<file path="config.mk">
export PLATFORM = sky130hd
export DESIGN_NAME = matrix_seq_ctrl_flat
export DESIGN_NICKNAME = d
export VERILOG_FILES = /design/src/rtl/matrix_seq_ctrl_if.sv /design/src/rtl/matrix_seq_ctrl.sv /design/src/flat_wrapper.sv
export SDC_FILE = /design/constraint.sdc
export NUM_CORES = 1
export LEC_CHECK = 0
export BUFFER_PORTS_ARGS = -buffer_cell sky130_fd_sc_hd__buf_4
export CAP_MARGIN = 20
export CORE_ASPECT_RATIO = 1.5
export CORE_MARGIN = 1.5
export CORE_UTILIZATION = 30
export DETAILED_ROUTE_END_ITERATION = 10
export PLACE_DENSITY = 0.46
export SETUP_SLACK_MARGIN = 0.05
export SLEW_MARGIN = 10
export SYNTH_ARGS = -nofsm -noshare
export SYNTH_HDL_FRONTEND = slang
export SYNTH_SLANG_ARGS = --single-unit
</file>
<file path="constraint.sdc">
create_clock -name clk -period 5.3 [get_ports clk]
set_clock_uncertainty 0.15 [all_clocks]
set_input_delay 1.06 -clock clk [delete_from_list [all_inputs] [get_ports clk]]
set_output_delay 1.06 -clock clk [all_outputs]
set_load 0.01 [all_outputs]
</file>
<file path="src/rtl/matrix_seq_ctrl_if.sv">
// matrix_seq_ctrl_if: message-load, playback-control and display-side signals of matrix_seq_ctrl.
// Defining MATRIX_SEQ_REVERSE_EN adds the dir input.
interface matrix_seq_ctrl_if #(parameter int MSG_DEPTH = 16);
  localparam int AW = $clog2(MSG_DEPTH);
  logic          wr_en;
  logic [3:0]    wr_data;
  logic          clear;
  logic          start;
  logic          stop;
  logic          loop;
  logic          ce;
  logic [3:0]    seq;
  logic          busy;
  logic          done;
  logic          full;
  logic [AW:0]   msg_len;
`ifdef MATRIX_SEQ_REVERSE_EN
  logic          dir;
  modport master (output wr_en, wr_data, clear, start, stop, loop, dir,
                  input ce, seq, busy, done, full, msg_len);
  modport slave  (input wr_en, wr_data, clear, start, stop, loop, dir,
                  output ce, seq, busy, done, full, msg_len);
`else
  modport master (output wr_en, wr_data, clear, start, stop, loop,
                  input ce, seq, busy, done, full, msg_len);
  modport slave  (input wr_en, wr_data, clear, start, stop, loop,
                  output ce, seq, busy, done, full, msg_len);
`endif
endinterface

</file>
<file path="src/rtl/matrix_seq_ctrl.sv">
// matrix_seq_ctrl: CE prescaler and hex-digit message sequencer for the 8x8 matrix display driver.
// Optional MATRIX_SEQ_REVERSE_EN adds a dir input selecting backward playback.
module matrix_seq_ctrl #(
  parameter int         CE_DIV       = 4096,
  parameter int         DWELL_FRAMES = 64,
  parameter int         MSG_DEPTH    = 16,
  parameter logic [3:0] IDLE_DIGIT   = 4'h0
) (
  input logic             clk,
  input logic             rst,
  matrix_seq_ctrl_if.slave bus
);
  localparam int AW = $clog2(MSG_DEPTH);
  localparam int PW = $clog2(CE_DIV);
  localparam int DW = DWELL_FRAMES > 1 ? $clog2(DWELL_FRAMES) : 1;

  typedef enum logic [1:0] {IDLE, RUN, DONE} state_t;

  state_t        r_state, w_state;
  logic [PW-1:0] r_pre;
  logic [2:0]    r_phase;
  logic [DW-1:0] r_dwell, w_dwell;
  logic [AW-1:0] r_idx, w_idx, w_first, w_next, w_wrap, w_lastpos;
  logic [AW:0]   r_len;
  logic [3:0]    r_buf [MSG_DEPTH];
  logic [3:0]    r_seq, w_seq;
  logic          r_done, w_done;
  logic          w_ce, w_frame_end, w_full, w_wr, w_go, w_at_end, w_sdir, w_rdir;

`ifdef MATRIX_SEQ_REVERSE_EN
  logic r_dir;
  always_ff @(posedge clk)
    if (rst) r_dir <= 1'b0;
    else if (!bus.clear && !bus.stop && w_go) r_dir <= bus.dir;
  assign w_sdir = bus.dir;
  assign w_rdir = r_dir;
`else
  assign w_sdir = 1'b0;
  assign w_rdir = 1'b0;
`endif

  assign w_ce        = r_pre == PW'(CE_DIV - 1);
  assign w_frame_end = w_ce && r_phase == 3'd7;
  assign w_full      = r_len == (AW+1)'(MSG_DEPTH);
  assign w_wr        = bus.wr_en && !bus.clear && r_state != RUN && !w_full;
  assign w_go        = bus.start && r_len != '0;
  assign w_lastpos   = AW'(r_len - 1'b1);
  assign w_first     = w_sdir ? w_lastpos : '0;
  assign w_wrap      = w_rdir ? w_lastpos : '0;
  assign w_next      = w_rdir ? r_idx - 1'b1 : r_idx + 1'b1;
  assign w_at_end    = r_idx == (w_rdir ? '0 : w_lastpos);

  // clear > stop > start > frame-driven advance; writes are handled beside the FSM
  always_comb begin
    w_state = r_state;
    w_idx   = r_idx;
    w_dwell = r_dwell;
    w_seq   = r_seq;
    w_done  = 1'b0;
    if (bus.clear || bus.stop) begin
      w_state = IDLE;
      w_seq   = IDLE_DIGIT;
    end else if (w_go) begin
      w_state = RUN;
      w_idx   = w_first;
      w_dwell = '0;
      w_seq   = r_buf[w_first];
    end else if (r_state == RUN && w_frame_end) begin
      w_dwell = r_dwell == DW'(DWELL_FRAMES - 1) ? '0 : r_dwell + 1'b1;
      if (r_dwell == DW'(DWELL_FRAMES - 1)) begin
        if (!w_at_end) begin
          w_idx = w_next;
          w_seq = r_buf[w_next];
        end else if (bus.loop) begin
          w_idx = w_wrap;
          w_seq = r_buf[w_wrap];
        end else begin
          w_state = DONE;
          w_done  = 1'b1;
        end
      end
    end
  end

  always_ff @(posedge clk) begin
    if (rst) begin
      r_pre   <= '0;
      r_phase <= '0;
      r_state <= IDLE;
      r_idx   <= '0;
      r_dwell <= '0;
      r_seq   <= IDLE_DIGIT;
      r_done  <= 1'b0;
      r_len   <= '0;
    end else begin
      r_pre   <= w_ce ? '0 : r_pre + 1'b1;
      r_phase <= r_phase + 3'(w_ce);
      r_state <= w_state;
      r_idx   <= w_idx;
      r_dwell <= w_dwell;
      r_seq   <= w_seq;
      r_done  <= w_done;
      r_len   <= bus.clear ? '0 : r_len + (AW+1)'(w_wr);
    end
  end

  always_ff @(posedge clk)
    if (w_wr) r_buf[r_len[AW-1:0]] <= bus.wr_data;

  assign bus.ce      = w_ce;
  assign bus.seq     = r_seq;
  assign bus.busy    = r_state == RUN;
  assign bus.done    = r_done;
  assign bus.full    = w_full;
  assign bus.msg_len = r_len;
endmodule

</file>
<file path="src/flat_wrapper.sv">
// flat-port wrapper written by rule: the top's interface ports become plain ports
module matrix_seq_ctrl_flat 
#(
  parameter int         CE_DIV       = 4096,
  parameter int         DWELL_FRAMES = 64,
  parameter int         MSG_DEPTH    = 16,
  parameter logic [3:0] IDLE_DIGIT   = 4'h0
)
  (clk, rst, bus_wr_en, bus_wr_data, bus_clear, bus_start, bus_stop, bus_loop, bus_ce, bus_seq, bus_busy, bus_done, bus_full, bus_msg_len);
  matrix_seq_ctrl_if #(.MSG_DEPTH(MSG_DEPTH)) bus_i ();
  input logic clk;
  input logic rst;
  input wire logic [$bits(bus_i.wr_en)-1:0] bus_wr_en;
  input wire logic [$bits(bus_i.wr_data)-1:0] bus_wr_data;
  input wire logic [$bits(bus_i.clear)-1:0] bus_clear;
  input wire logic [$bits(bus_i.start)-1:0] bus_start;
  input wire logic [$bits(bus_i.stop)-1:0] bus_stop;
  input wire logic [$bits(bus_i.loop)-1:0] bus_loop;
  output wire logic [$bits(bus_i.ce)-1:0] bus_ce;
  output wire logic [$bits(bus_i.seq)-1:0] bus_seq;
  output wire logic [$bits(bus_i.busy)-1:0] bus_busy;
  output wire logic [$bits(bus_i.done)-1:0] bus_done;
  output wire logic [$bits(bus_i.full)-1:0] bus_full;
  output wire logic [$bits(bus_i.msg_len)-1:0] bus_msg_len;
  assign bus_i.wr_en = bus_wr_en;
  assign bus_i.wr_data = bus_wr_data;
  assign bus_i.clear = bus_clear;
  assign bus_i.start = bus_start;
  assign bus_i.stop = bus_stop;
  assign bus_i.loop = bus_loop;
  assign bus_ce = bus_i.ce;
  assign bus_seq = bus_i.seq;
  assign bus_busy = bus_i.busy;
  assign bus_done = bus_i.done;
  assign bus_full = bus_i.full;
  assign bus_msg_len = bus_i.msg_len;
  matrix_seq_ctrl #(.CE_DIV(CE_DIV), .DWELL_FRAMES(DWELL_FRAMES), .MSG_DEPTH(MSG_DEPTH), .IDLE_DIGIT(IDLE_DIGIT)) u_core (.clk(clk), .rst(rst), .bus(bus_i));
endmodule
</file>
==> impl_metrics.json, run 1 <==
{
  "core.rowCount": 54,
  "seq_area_frac_synth": 0.599,
  "hold_violations": 0,
  "reg2reg_to": "u_core.bus.seq[3]",
  "clk_pin_slew_ps": 70,
  "peakVddDrop_mv": 0.143,
  "tightest_slew_ps": 657,
  "setup.worst_path.start": "u_core.r_pre[0]",
  "fin_crit_ps": 3170,
  "portBuffers": 23,
  "met2_length_um": 5270,
  "cts_hold_buf": 0,
  "coreArea_um2": 14500,
  "cpMaxStageDelayCell": "nor4_4",
  "finalCritPeriodShare": 0.599,
  "cp-start-kind": "flop",
  "fp.dieW_um": 102,
  "route.vias.total": 2639,
  "grt_pass1_vias": 2755,
  "reg2regPathDepth": 8,
  "ys_async_sr_fraction": 0,
  "path_max_fanout": 9,
  "num-nets-final": 375,
  "synth-seq-cells": 101,
  "antenna_found_initial": 0,
  "clockBufferDepth": 2,
  "crit_chain": "ha_1 > nand3_1 > nor4_4 > buf_4",
  "status": "finished clean",
  "critPathRequiredTime_ps": 4090,
  "worst_ep_arrival_time_ps": 1960,
  "leakage_nw": 1.68,
  "powerDensity_nw_per_um2": 301,
  "final_util": 0.352,
  "drive_gt1_frac": 0.204,
  "wire_per_inst_um": 17.2,
  "fin_tns_setup_ps": 0,
  "synth-main-ff-cell": "edfxtp_1",
  "cp_top_family": "simple AND/OR/NAND/NOR gates",
  "cts_max_level": 3,
  "ys_types": 51,
  "top_layer_used": "met4",
  "cts_num_sinks": 101,
  "first_iter_violations": 90,
  "wl_met1_um": 3850,
  "hold_class": "reg -> reg",
  "syn-num-nets": 354,
  "drc": 0,
  "dpl.hpwl_um": 7120,
  "syn_area_per_cell_um2": 13.4,
  "grt_max_degree": 22,
  "cts_tree": "built",
  "cts.repair.resized": 0,
  "grtUsageTotal": 0.134,
  "rsz0062_at_grt": "no",
  "routed-wl-met3_um": 241,
  "die-area_um2": 15600,
  "fillers": 1432,
  "cp_num_buf_inv": 1,
  "place.gp.congestion": 0.759,
  "yosys_warnings": 0,
  "drv_slew": 0,
  "start_util": 0.306,
  "clock_latency_ps": 350,
  "finalWirelength_um": 9530,
  "drt.antenna.violating_nets": 0,
  "syn-instance-count": 332,
  "max_slew_margin": 0.558,
  "endpoint": "bus_ce",
  "area_growth_pct": 14.9,
  "critical_path.endpoint_type": "primary output",
  "reg2reg_slack_ps": 2620,
  "syn_area_um2": 4450,
  "crit_type": "reg -> out",
  "avgViaCountPerCell": 4.76,
  "crit_cells": 4,
  "slowest_delay_ps": 560,
  "dr.pass1.iters": 4,
  "io_pins": 24,
  "worst_r2r_startpoint": "u_core.r_idx[0]",
  "cap_violations": 0,
  "grt_pass1_wl_um": 15300,
  "antenna_cells": 0,
  "fmax_mhz": 315,
  "setup_viol": 0,
  "clockRootBuffer": "clkbuf_16",
  "holdWs_ps": 315,
  "synth_edf_count": 64,
  "cts_buffers": 9,
  "overflow": 0,
  "postCtsSetupBuffers": 0,
  "fp.dieH_um": 152
}
kinds of logic (layout without fill, tap and decap cells):
family                     after synthesis  after routing  share of synthesized area
DFF                                    101            101                      0.599
buffers and inverters                   25             51                     0.0236
adders and majority gates               11             11                     0.0310
muxes                                   26             26                      0.104
AOI/OAI and AO/OA                       42             42                     0.0692
and+or+nand+nor                        107            107                      0.130
xor gates and xnor gates                20             20                     0.0428
worst register-to-register path: stages, from the launching register on:
cell	delay (ps)
dfxtp_1	310
buf_4	340
ha_1	280
xor2_1	370
buf_4	270
mux4_2	300
mux2_2	280
o211ai_1	150
a311oi_1	110
cells in the mapped netlist, types with 5 or more instances:
cell type	number	area share
inv_1	10	0.0084
clkbuf_1	7	0.0059
nand2_1	16	0.014
xor2_1	9	0.018
dfxtp_1	37	0.17
mux4_2	16	0.081
a21oi_1	11	0.012
nand2b_1	6	0.0084
nand3_1	11	0.012
nor2_1	34	0.029
o31ai_1	6	0.010
xnor2_1	10	0.020
edfxtp_1	64	0.43
mux2i_1	7	0.016
nor3_1	12	0.014
buf_2	5	0.0056
ha_1	11	0.031
layout make-up:
class	count	area, µm²	share of cell area
sequential	101	2660	0.521
multi-input combinational	206	1680	0.329
tap	196	245	0.0480
clock buffer	9	225	0.0441
timing repair buffer	25	188	0.0367
clock inverter	7	71.3	0.0140
inverter	10	37.5	0.00735
power by group:
group	internal, W	switching, W
combinational	0.0000139	0.0000265
sequential	0.000838	0.00000330
clock	0.000334	0.000319
total	0.00119	0.000348
per-stage QoR:
stage	power, W	std cells	worst slack (ps)	instance area, µm²
3_5_place_dp	0.000901	537	2200	4800
4_1_cts	0.00155	553	2060	5100
3_3_place_gp	0.000901	537	2260	4800
2_1_floorplan	0.000879	332	2700	4450
6_report	0.00153	554	2130	5110
5_1_grt	0.00158	554	1970	5110
metal layers:
layer  GRT usage  vias to the layer above
met2       0.243                       40
met3      0.0294                       11
met1       0.151                     1304
met5           0                        -
li1            -                     1284
met4      0.0444                        0
registers in the layout (all words and copies together), names as in the netlist:
| signal | cells |
|---|---|
| u_core.r_phase | 3 |
| u_core.r_buf | 64 |
| u_core.r_dwell | 6 |
| u_core.r_idx | 4 |
| u_core.bus.seq | 4 |
| u_core.bus.msg_len | 5 |
| u_core.r_state | 2 |
| u_core.bus.done | 1 |
| u_core.r_pre | 12 |
cell usage in the layout (no fill, tap or decap), types with 3 or more instances in the layout:
cell type | synthesis | final
clkbuf_16 | 0 | 9
inv_1 | 10 | 10
inv_8 | 0 | 4
clkinv_4 | 0 | 3
o21ai_0 | 4 | 4
nand3b_1 | 4 | 4
o31ai_1 | 6 | 6
o211ai_1 | 3 | 3
a311oi_1 | 3 | 3
xor2_1 | 9 | 9
nor3_1 | 12 | 12
mux2_2 | 3 | 3
ha_1 | 11 | 11
edfxtp_1 | 64 | 64
nor2_1 | 34 | 34
nand4b_1 | 3 | 3
nand2b_1 | 6 | 6
xnor2_1 | 10 | 10
nand2_1 | 16 | 16
mux4_2 | 16 | 16
buf_4 | 1 | 25
mux2i_1 | 7 | 7
dfxtp_1 | 37 | 37
a21oi_1 | 11 | 11
o21ba_2 | 4 | 4
nand3_1 | 11 | 11
how the worst min path moves through the flow:
stage	to	slack [ps]	from	depth (start not counted)
final	u_core.r_pre[0]	310	u_core.r_pre[0]	1
after floorplan	u_core.r_pre[0]	270	u_core.r_pre[0]	1
after detailed placement	u_core.r_state[1]	300	u_core.r_state[1]	2
after CTS	u_core.r_state[1]	320	u_core.r_state[1]	2
after global placement	u_core.r_pre[0]	280	u_core.r_pre[0]	1
after global routing	u_core.r_pre[0]	330	u_core.r_pre[0]	1
Note: power is estimated with default switching activity, not from simulation.
==> run 2, diff against run 1 <==
Settings changed: ABC_AREA set to 1, PLACE_DENSITY 0.46 to 0.47.
Clock period 5.3 ns to 2.7 ns, I/O delays scaled along.
==> impl_metrics.json, run 2 <==
{
  "cts_buffers": 9,
  "io_pins": 24,
  "cp-start-kind": "flop",
  "crit_type": "reg -> reg",
  "worst_ep_arrival_time_ps": 2430,
  "route.vias.total": 3446,
  "avgViaCountPerCell": 4.55,
  "first_iter_violations": 143,
  "critical_path.endpoint_type": "flop",
  "seq_area_frac_synth": 0.562,
  "place_ws_ps": 391,
  "clock_latency_ps": 340,
  "p_total_w": 0.00298,
  "clockRootBuffer": "clkbuf_16",
  "finalCritPeriodShare": 0.869,
  "ys_async_sr_fraction": 0,
  "die-area_um2": 16600,
  "syn_area_um2": 4740,
  "grt_pass1_vias": 3549,
  "leakage_nw": 2.17,
  "drive_gt1_frac": 0.135,
  "largest_reg_flops": 64,
  "fin_crit_ps": 2350,
  "num-nets-final": 572,
  "drt.antenna.violating_nets": 0,
  "final_cell_mix": "nor2_1 (111), nand2_1 (93), edfxtp_1 (64)",
  "peakVddDrop_mv": 0.329,
  "hold_class": "in -> reg",
  "regArea_um2": 2660,
  "tightest_slew_ps": 715,
  "status": "finished clean",
  "grt_max_degree": 24,
  "drv_slew": 0,
  "drc": 0,
  "area_growth_pct": 13.8,
  "rsz0062_at_grt": "no",
  "fin_tns_setup_ps": 0,
  "synth_top_area_cell": "edfxtp_1",
  "path_max_fanout": 7,
  "design_area_um2": 5390,
  "worst_slack_ps": 353,
  "synth_common_cells": "nor2_1 (111), nand2_1 (93), edfxtp_1 (64), inv_1 (52), nand3_1 (44)",
  "wire_per_inst_um": 15.4,
  "ys_types": 34,
  "cts_max_level": 3,
  "fmax_mhz": 426,
  "synth_edf_count": 64,
  "critPathRequiredTime_ps": 2790,
  "portBuffers": 23,
  "fp.dieH_um": 157,
  "hold_violations": 0,
  "cts_num_sinks": 101,
  "max_slew_margin": 0.520,
  "grt_pass1_wl_um": 18700,
  "overflow": 0,
  "synth_top_area_frac": 0.406,
  "place.gp.congestion": 0.783,
  "postCtsSetupBuffers": 0,
  "start_util": 0.305,
  "final_common_cell": "nor2_1",
  "antenna_cells": 0,
  "post_dp_cell_area_um2": 5110,
  "cap_violations": 0,
  "multiInputGateArea_um2": 1770,
  "synth-main-ff-cell": "edfxtp_1",
  "synth.area.top_cells": "edfxtp_1 (41%), dfxtp_1 (16%), nor2_1 (8.8%)",
  "syn-num-nets": 547,
  "cts_hold_buf": 0,
  "synth_most_common_cell": "nor2_1",
  "syn-instance-count": 525,
  "coreArea_um2": 15600,
  "finalWirelength_um": 11700,
  "grtUsageTotal": 0.150,
  "core.rowCount": 56,
  "clk_pin_slew_ps": 70,
  "fillers": 1639,
  "yosys_warnings": 0,
  "dr.pass1.iters": 4,
  "antenna_found_initial": 0,
  "cts_tree": "built",
  "clockBufferDepth": 2,
  "cts.repair.resized": 0,
  "syn_area_per_cell_um2": 9.03,
  "setup_viol": 0,
  "powerDensity_nw_per_um2": 553,
  "synth-seq-cells": 101,
  "dpl.hpwl_um": 8790,
  "fp.dieW_um": 106
}
## run 2: power by group
part	switching [W]	total (W)	internal (W)
registers	0.00000715	0.00165	0.00165
clock network	0.000576	0.00121	0.000638
logic	0.0000784	0.000112	0.0000338
total	0.000662	0.00298	0.00232
## run 2: cells by family (layout without fill, tap and decap cells)
family	count (synthesis)	count (layout)	synth area share
AOI/OAI and AO/OA	41	41	0.0436
xor gates and xnor gates	12	12	0.0254
adders and majority gates	11	11	0.0290
buffers and inverters	73	103	0.0655
DFF	101	101	0.562
and+or+nand+nor	287	287	0.275
## run 2: layer usage
metal,vias up,GRT usage,part of all wire
met5,-,0,0
met4,0,0.0618,0.030
met1,1624,0.157,0.40
met2,50,0.293,0.55
li1,1753,-,-
met3,19,0.0253,0.024
## run 2: worst paths after layout
path              depth (start not counted)             startpoint               endpoint  slack, ps
setup / recovery                         10  u_core.bus.msg_len[0]  u_core.bus.msg_len[4]        350
hold / removal                            2                    rst      u_core.r_phase[0]        270
setup reg to reg                         10  u_core.bus.msg_len[0]  u_core.bus.msg_len[4]        350
hold reg to reg                           1        u_core.r_pre[0]        u_core.r_pre[0]        310
## run 2: cell type report
type                    instances  share of cell area
clock buffers                  10              0.0425
repair buffers                 28              0.0390
clock inverters                 6             0.00882
inverters                      59              0.0413
multi-input cells             351               0.327
flip-flops and latches        101               0.494
well taps                     203              0.0471
## run 2: metrics by stage
step / util / hold slack (ps) / cells
finish: 0.347 / 267 / 758
global placement: 0.329 / 274 / 742
CTS: 0.347 / 263 / 758
detailed placement: 0.329 / 298 / 742
floorplan: - / 268 / 525
global route: 0.347 / 251 / 758
## run 2: worst max-delay path, stage by stage (launching register included)
cell and delay (ps):
dfxtp_1 370, inv_1 140, ha_1 260, nand2_1 120, o21ai_1 310, inv_1 150, ha_1 230, ha_1 210
nand3_1 100, xor2_1 160, nor2_1 50
